`src/rtl/m_bpred_pkg.sv`:
```
// Shared definitions for the branch predictor: indexing modes, 2-bit counter
// encodings and the saturating counter update.
package m_bpred_pkg;

    localparam int MODE_BIMODAL = 0;
    localparam int MODE_GSHARE  = 1;

    typedef enum logic [1:0] {
        SNT = 2'd0,
        WNT = 2'd1,
        WT  = 2'd2,
        ST  = 2'd3
    } ctr_t;

    function automatic logic [1:0] sat_ctr_next(input logic [1:0] ctr, input logic tkn);
        logic [1:0] nxt;
        nxt = ctr;
        if (tkn && (ctr != ST)) begin
            nxt = ctr + 2'd1;
        end else if (!tkn && (ctr != SNT)) begin
            nxt = ctr - 2'd1;
        end
        return nxt;
    endfunction

endpackage

```
`src/rtl/m_bpred_if.sv`:
```
// Fetch lookup and execute training bundle of the branch predictor.
interface m_bpred_if #(
    parameter int PW = 8
);
    logic [31:0]   i_pc;
    logic          o_hit;
    logic          o_tkn;
    logic [31:0]   o_tpc;
    logic [PW-1:0] o_idx;
    logic          i_upd_v;
    logic [31:0]   i_upd_pc;
    logic [PW-1:0] i_upd_idx;
    logic          i_upd_tkn;
    logic [31:0]   i_upd_tpc;
    logic          i_upd_miss;
    logic [31:0]   o_nbr;
    logic [31:0]   o_nmiss;

    modport master (
        output i_pc, i_upd_v, i_upd_pc, i_upd_idx, i_upd_tkn, i_upd_tpc, i_upd_miss,
        input  o_hit, o_tkn, o_tpc, o_idx, o_nbr, o_nmiss
    );

    modport slave (
        input  i_pc, i_upd_v, i_upd_pc, i_upd_idx, i_upd_tkn, i_upd_tpc, i_upd_miss,
        output o_hit, o_tkn, o_tpc, o_idx, o_nbr, o_nmiss
    );

endinterface

```
`src/rtl/m_btb_tagged.sv`:
```
// Direct-mapped tagged BTB: combinational read, clocked write, only the valid
// bits are reset.
module m_btb_tagged #(
    parameter int ENTRIES = 32
) (
    input  logic        clk,
    input  logic        rst,
    input  logic [31:0] rd_pc,
    output logic        rd_hit,
    output logic [31:0] rd_tgt,
    input  logic        wr_en,
    input  logic [31:0] wr_pc,
    input  logic [31:0] wr_tgt
);
    localparam int IW = $clog2(ENTRIES);
    localparam int TW = 30 - IW;

    logic [ENTRIES-1:0] valid;
    logic [TW-1:0]      tag_mem [ENTRIES];
    logic [31:0]        tgt_mem [ENTRIES];
    logic [IW-1:0]      rd_idx;
    logic [IW-1:0]      wr_idx;
    logic               unused_bits;

    assign rd_idx      = rd_pc[IW+1:2];
    assign wr_idx      = wr_pc[IW+1:2];
    assign unused_bits = ^{rd_pc[1:0], wr_pc[1:0]};

    assign rd_hit = valid[rd_idx] && (tag_mem[rd_idx] == rd_pc[31:IW+2]);
    assign rd_tgt = rd_hit ? tgt_mem[rd_idx] : 32'd0;

    always_ff @(posedge clk or posedge rst) begin
        if (rst) begin
            valid <= '0;
        end else if (wr_en) begin
            valid[wr_idx] <= 1'b1;
        end
    end

    // Payload is not reset, but a write colliding with reset must not land.
    always_ff @(posedge clk) begin
        if (wr_en && !rst) begin
            tag_mem[wr_idx] <= wr_pc[31:IW+2];
            tgt_mem[wr_idx] <= wr_tgt;
        end
    end

endmodule

```
`src/rtl/m_bpred.sv`:
```
// Branch predictor: tagged BTB plus 2-bit PHT with bimodal or gshare indexing,
// non-speculative global history and resolved-branch statistics.
module m_bpred
    import m_bpred_pkg::*;
#(
    parameter int         BTB_ENTRIES = 32,
    parameter int         PHT_ENTRIES = 256,
    parameter int         GHR_BITS    = 8,
    parameter int         MODE        = MODE_BIMODAL,
    parameter logic [1:0] CNT_INIT    = 2'b01
) (
    input logic      w_clk,
    input logic      w_rst,
    m_bpred_if.slave bp
);
    localparam int PW = $clog2(PHT_ENTRIES);

    if ((BTB_ENTRIES < 4) || (BTB_ENTRIES > 1024) ||
        ((BTB_ENTRIES & (BTB_ENTRIES - 1)) != 0)) begin : g_bad_btb
        $error("m_bpred: BTB_ENTRIES must be a power of 2 in 4..1024");
    end
    if ((PHT_ENTRIES < 4) || (PHT_ENTRIES > 4096) ||
        ((PHT_ENTRIES & (PHT_ENTRIES - 1)) != 0)) begin : g_bad_pht
        $error("m_bpred: PHT_ENTRIES must be a power of 2 in 4..4096");
    end
    if ((GHR_BITS < 1) || (GHR_BITS > PW)) begin : g_bad_ghr
        $error("m_bpred: GHR_BITS must be in 1..log2(PHT_ENTRIES)");
    end
    if ((MODE != MODE_BIMODAL) && (MODE != MODE_GSHARE)) begin : g_bad_mode
        $error("m_bpred: MODE must be 0 (bimodal) or 1 (gshare)");
    end

    logic [1:0]          pht [PHT_ENTRIES];
    logic [GHR_BITS-1:0] ghr;
    logic [31:0]         nbr;
    logic [31:0]         nmiss;
    logic [PW-1:0]       lkp_idx;
    logic                btb_hit;
    logic [31:0]         btb_tgt;

    m_btb_tagged #(
        .ENTRIES(BTB_ENTRIES)
    ) u_btb (
        .clk    (w_clk),
        .rst    (w_rst),
        .rd_pc  (bp.i_pc),
        .rd_hit (btb_hit),
        .rd_tgt (btb_tgt),
        .wr_en  (bp.i_upd_v & bp.i_upd_tkn),
        .wr_pc  (bp.i_upd_pc),
        .wr_tgt (bp.i_upd_tpc)
    );

    // The index uses the committed GHR, i.e. the value before any same-cycle shift.
    always_comb begin
        lkp_idx = bp.i_pc[PW+1:2];
        if (MODE == MODE_GSHARE) begin
            lkp_idx = lkp_idx ^ PW'(ghr);
        end
    end

    assign bp.o_hit   = btb_hit;
    assign bp.o_tpc   = btb_tgt;
    assign bp.o_idx   = lkp_idx;
    assign bp.o_tkn   = btb_hit & pht[lkp_idx][1];
    assign bp.o_nbr   = nbr;
    assign bp.o_nmiss = nmiss;

    always_ff @(posedge w_clk or posedge w_rst) begin
        if (w_rst) begin
            for (int i = 0; i < PHT_ENTRIES; i++) begin
                pht[i] <= CNT_INIT;
            end
            ghr   <= '0;
            nbr   <= '0;
            nmiss <= '0;
        end else if (bp.i_upd_v) begin
            pht[bp.i_upd_idx] <= sat_ctr_next(pht[bp.i_upd_idx], bp.i_upd_tkn);
            ghr               <= GHR_BITS'({ghr, bp.i_upd_tkn});
            nbr               <= nbr + 32'd1;
            nmiss             <= nmiss + 32'(bp.i_upd_miss);
        end
    end

endmodule

```
`src/flat_wrapper.sv`:
```
// flat-port wrapper written by rule: the top's interface ports become plain ports
module m_bpred_flat import m_bpred_pkg::*;
#(
    parameter int         BTB_ENTRIES = 32,
    parameter int         PHT_ENTRIES = 256,
    parameter int         GHR_BITS    = 8,
    parameter int         MODE        = MODE_BIMODAL,
    parameter logic [1:0] CNT_INIT    = 2'b01
)
  (w_clk, w_rst, bp_i_pc, bp_i_upd_v, bp_i_upd_pc, bp_i_upd_idx, bp_i_upd_tkn, bp_i_upd_tpc, bp_i_upd_miss, bp_o_hit, bp_o_tkn, bp_o_tpc, bp_o_idx, bp_o_nbr, bp_o_nmiss);
  m_bpred_if #(.PW(8)) bp_i ();
  input logic w_clk;
  input logic w_rst;
  input wire logic [$bits(bp_i.i_pc)-1:0] bp_i_pc;
  input wire logic [$bits(bp_i.i_upd_v)-1:0] bp_i_upd_v;
  input wire logic [$bits(bp_i.i_upd_pc)-1:0] bp_i_upd_pc;
  input wire logic [$bits(bp_i.i_upd_idx)-1:0] bp_i_upd_idx;
  input wire logic [$bits(bp_i.i_upd_tkn)-1:0] bp_i_upd_tkn;
  input wire logic [$bits(bp_i.i_upd_tpc)-1:0] bp_i_upd_tpc;
  input wire logic [$bits(bp_i.i_upd_miss)-1:0] bp_i_upd_miss;
  output wire logic [$bits(bp_i.o_hit)-1:0] bp_o_hit;
  output wire logic [$bits(bp_i.o_tkn)-1:0] bp_o_tkn;
  output wire logic [$bits(bp_i.o_tpc)-1:0] bp_o_tpc;
  output wire logic [$bits(bp_i.o_idx)-1:0] bp_o_idx;
  output wire logic [$bits(bp_i.o_nbr)-1:0] bp_o_nbr;
  output wire logic [$bits(bp_i.o_nmiss)-1:0] bp_o_nmiss;
  assign bp_i.i_pc = bp_i_pc;
  assign bp_i.i_upd_v = bp_i_upd_v;
  assign bp_i.i_upd_pc = bp_i_upd_pc;
  assign bp_i.i_upd_idx = bp_i_upd_idx;
  assign bp_i.i_upd_tkn = bp_i_upd_tkn;
  assign bp_i.i_upd_tpc = bp_i_upd_tpc;
  assign bp_i.i_upd_miss = bp_i_upd_miss;
  assign bp_o_hit = bp_i.o_hit;
  assign bp_o_tkn = bp_i.o_tkn;
  assign bp_o_tpc = bp_i.o_tpc;
  assign bp_o_idx = bp_i.o_idx;
  assign bp_o_nbr = bp_i.o_nbr;
  assign bp_o_nmiss = bp_i.o_nmiss;
  m_bpred #(.BTB_ENTRIES(BTB_ENTRIES), .PHT_ENTRIES(PHT_ENTRIES), .GHR_BITS(GHR_BITS), .MODE(MODE), .CNT_INIT(CNT_INIT)) u_core (.w_clk(w_clk), .w_rst(w_rst), .bp(bp_i));
endmodule
```
`config.mk`:
```
export PLATFORM = sky130hd
export DESIGN_NAME = m_bpred_flat
export DESIGN_NICKNAME = d
export VERILOG_FILES = /design/src/rtl/m_bpred_pkg.sv /design/src/rtl/m_bpred_if.sv /design/src/rtl/m_btb_tagged.sv /design/src/rtl/m_bpred.sv /design/src/flat_wrapper.sv
export SDC_FILE = /design/constraint.sdc
export NUM_CORES = 2
export LEC_CHECK = 0
export ABC_CLOCK_PERIOD_IN_PS = 33800
export CORE_MARGIN = 2
export CORE_UTILIZATION = 63
export CTS_BUF_LIST = sky130_fd_sc_hd__clkbuf_8
export DETAILED_ROUTE_END_ITERATION = 8
export PLACE_DENSITY = 0.86
export SLEW_MARGIN = 20
export SYNTH_ARGS = -nofsm -noshare
export SYNTH_HDL_FRONTEND = slang
export SYNTH_SLANG_ARGS = --single-unit
```
`constraint.sdc`:
```
create_clock -name w_clk -period 33.8 [get_ports w_clk]
set_clock_uncertainty 0.05 [all_clocks]
set_input_delay 3.38 -clock w_clk [delete_from_list [all_inputs] [get_ports w_clk]]
set_output_delay 3.38 -clock w_clk [all_outputs]
set_load 0.01 [all_outputs]
```
==> run_results.csv <==
group,metric,value,unit
status,status,"complete, no violations",
floorplanning,die_area,0.162,mm2
sta,rsz0062_at_grt,"no",
critical_path,path_class,"in -> out",
cells_and_area,fillCellCount,8735,
critical_path,crit_arrival,9.99,ns
global_route,grt_pass1_wl,395000,um
drt,vias_per_cell,7.04,
placement,portBuffers,210,
flow_run,drv_cap,0,
drt,wl_per_cell,34.3,um
synthesis,postSynthCellCount,5167,
drt,ant_nets,0,
pwr,power,6.14,mW
clock_network,cts_resized,0,
sta,period_needed,13.42,ns
critical_path,regToRegEndpoint,"u_core.pht[450]",
worst_hold_path,min_from,"u_core.pht[480]",
synthesis,syn_avg_cell_area,19.3,um2
worst_hold_path,holdPathStages,2,
global_route,grt_overflow,0,
global_route,grt_pass1_vias,57100,
sta,finalSetupViolCount,0,
synthesis,synth-main-ff-cell,"edfxtp_1",
critical_path,cp-end-kind,"output pin",
drt,first_pass_iters,7,
pwr,leakage,38.3,nW
sta,maxSlewViolCount,0,
pwr,powerDensity,55.0,mW/mm2
clock_network,clk_latency,1.06,ns
critical_path,cp-start-kind,"input port",
sta,tns,0,ns
clock_network,htreeDepth,5,
global_route,grtUsageTotal,34.1,%
floorplanning,die_h,402,um
pwr,irDropWorstVdd,0.0000523,V
sta,worst_pin_slew,1.27,ns
sta,hold_viol_final,0,
synthesis,yosys.area.top_type_share,54.9,%
critical_path,reg2reg_from,"u_core.pht[14]",
floorplanning,core,0.158,mm2
cells_and_area,final_nets,5675,
clock_network,clkTransAtPathRegs,0.06,ns
clock_network,clock_sinks,2432,
synthesis,netlist.top_cell.by_area,"edfxtp_1",
synthesis,yosys-top-cells-area,"edfxtp_1 (55%), mux4_2 (18%), dfrtp_1 (8.8%)",
synthesis,synth_edf_count,1824,
placement,gp_congestion,0.868,
clock_network,numCtsBuffers,383,
critical_path,r2r_slack,28.48,ns
floorplanning,start_util,63.2,%
placement,dp_hpwl,144000,um
sta,slew_headroom,15.1,%
floorplanning,fp.dieW,402,um
synthesis,yosys_warnings,0,
sta,timing.fmax,74.5,MHz
clock_network,postCtsSetupBuffers,0,
clock_network,cts_tree,"yes",
critical_path,r2r_cells,12,
synthesis,ys_seq_elements,2432,
drt,drt_wl_total,273000,um
worst_hold_path,hold_path_class,"reg -> reg",
clock_network,cts.path.max_buffers,4,
cells_and_area,syn2layout_area_growth,11.8,%
synthesis,synthArstFlopShare,25.0,%
drt,drt-initial-drc-count,8235,
synthesis,ys_seq_area_share,70.5,%
synthesis,synth_cell_type_count,53,
synthesis,synth_fp_nets,5281,
global_route,antenna_found_initial,21,
synthesis,syn_area,0.0998,mm2
critical_path,cp_data_required_time,30.37,ns
floorplanning,io_pins,215,
clock_network,ctsHoldBuffers,0,
global_route,grt_max_degree,192,
worst_hold_path,holdPathEnd,"u_core.pht[480]",
drt,vias,55900,
sta,min_period_over_period,39.7,%
critical_path,crit_fanout,93,
clock_network,cts_root_buffer,"clkbuf_8",
cells_and_area,layout-drive-gt1-share,34.1,%
drt,drc_errors,0,
floorplanning,rows,146,
synthesized netlist by cell type (all sizes together), types with 5 or more instances:
master	count
edfxtp	1824
mux4	805
nand2	548
dfrtp	352
mux2	267
o21ai	259
dfstp	256
buf	165
clkbuf	155
nor2	134
mux2i	69
xnor2	63
nand3	35
xor2	34
o21bai	32
nand4	28
inv	20
nor3	19
o31ai	13
nand2b	9
a22oi	8
a21oi	6
a31oi	6
or3	6
ha	5
nand3b	5
nor2b	5
o211ai	5
how the worst max path moves through the flow:
stage | endpoint | depth (start not counted) | slack [ns] | from
final | bp_o_tpc[22] | 12 | 20.38 | bp_i_pc[3]
after global routing | bp_o_tpc[4] | 12 | 20.21 | bp_i_pc[2]
after CTS | bp_o_tpc[22] | 12 | 20.42 | bp_i_pc[2]
after detailed placement | bp_o_tpc[14] | 12 | 20.54 | bp_i_pc[2]
after global placement | bp_o_tpc[29] | 12 | 20.68 | bp_i_pc[2]
after floorplan | u_core.u_btb.tag_mem[29][0] | 3 | 11.89 | w_rst
logic make-up (layout without fill, tap and decap cells):
kind of cell               Yosys count  in the layout  synth area share (%)
and+or+nand+nor                    804            804                  3.29
other                                0             24                     0
adders and majority gates            5              5                0.0627
AOI/OAI and AO/OA                  348            348                  1.96
muxes                             1141           1141                  21.9
DFF                               2432           2432                  70.5
buffers and inverters              340           1025                  1.48
xor gates and xnor gates            97             97                 0.852
routing by layer:
layer / track usage [%] / vias to the layer above / share of wire, %
met1: 43.4 / 28700 / 33
li1: - / 21600 / -
met4: 18.4 / 4 / 5.7
met3: 7.37 / 949 / 11
met2: 55.6 / 4680 / 50
met5: 0 / - / 0.0095
per-stage QoR:
stage | util, % | cell area [um2] | setup slack [ns] | hold WS (ns) | std cells
2_1_floorplan | - | 99800 | 11.89 | 0.388 | 5167
3_3_place_gp | 66.1 | 104000 | 20.68 | 0.398 | 7243
3_5_place_dp | 66.2 | 104000 | 20.54 | 0.402 | 7245
4_1_cts | 70.6 | 111000 | 20.42 | 0.410 | 7921
5_1_grt | 70.7 | 112000 | 20.21 | 0.426 | 7939
6_report | 70.7 | 112000 | 20.38 | 0.407 | 7948
critical path, stage by stage:
cell and delay [ns]:
buf_8 0.64, buf_4 0.87, buf_4 0.70, mux4_2 0.44, mux4_2 0.50, mux2i_1 0.23, xnor2_1 0.10, nor4_1 0.86
nand4_1 0.60, buf_4 0.52, nor2_1 0.27, clkdlybuf4s50_1 0.60
where the power goes:
group / total [mW] / internal, mW / switching [mW]
registers: 3.34 / 3.30 / 0.0419
logic: 0.438 / 0.189 / 0.249
clock network: 2.36 / 1.19 / 1.17
total: 6.14 / 4.68 / 1.46
registers in the layout, indices dropped and copies added (netlist names):
register	flops
u_core.bp.o_nmiss	32
u_core.u_btb.tgt_mem	1024
u_core.bp.o_nbr	32
u_core.u_btb.tag_mem	800
u_core.pht	512
u_core.u_btb.valid	32
layout make-up:
cell class	count	area, um2	share of cell area, %
antenna	24	60.1	0.0538
tap	2072	2590	2.32
clock buffer	415	5710	5.12
inverter	20	82.6	0.0740
clock inverter	261	1310	1.17
multi-input combinational	2395	28300	25.4
sequential	2432	70300	63.0
timing repair buffer	329	3140	2.82
layout by cell type (no fill, tap or decap), types with 7 or more instances in the layout:
cell	count
o21ai_0	129
nand2b_1	9
xor2_1	33
a22oi_1	8
diode_2	24
nand3_1	35
edfxtp_1	1824
o21ai_1	130
o31ai_1	13
nor2_4	38
clkbuf_8	416
nor2_1	89
nand2_1	548
nor2_2	7
inv_1	153
mux2_2	267
buf_2	7
xnor2_1	63
buf_4	108
mux2i_1	69
clkinv_2	42
nor3_1	14
mux4_2	805
clkinv_1	68
dfrtp_1	352
dfstp_2	256
o21bai_1	32
bufinv_16	9
clkdlybuf4s50_1	195
nand4_1	28
Note: power is estimated with default switching activity, not from simulation.
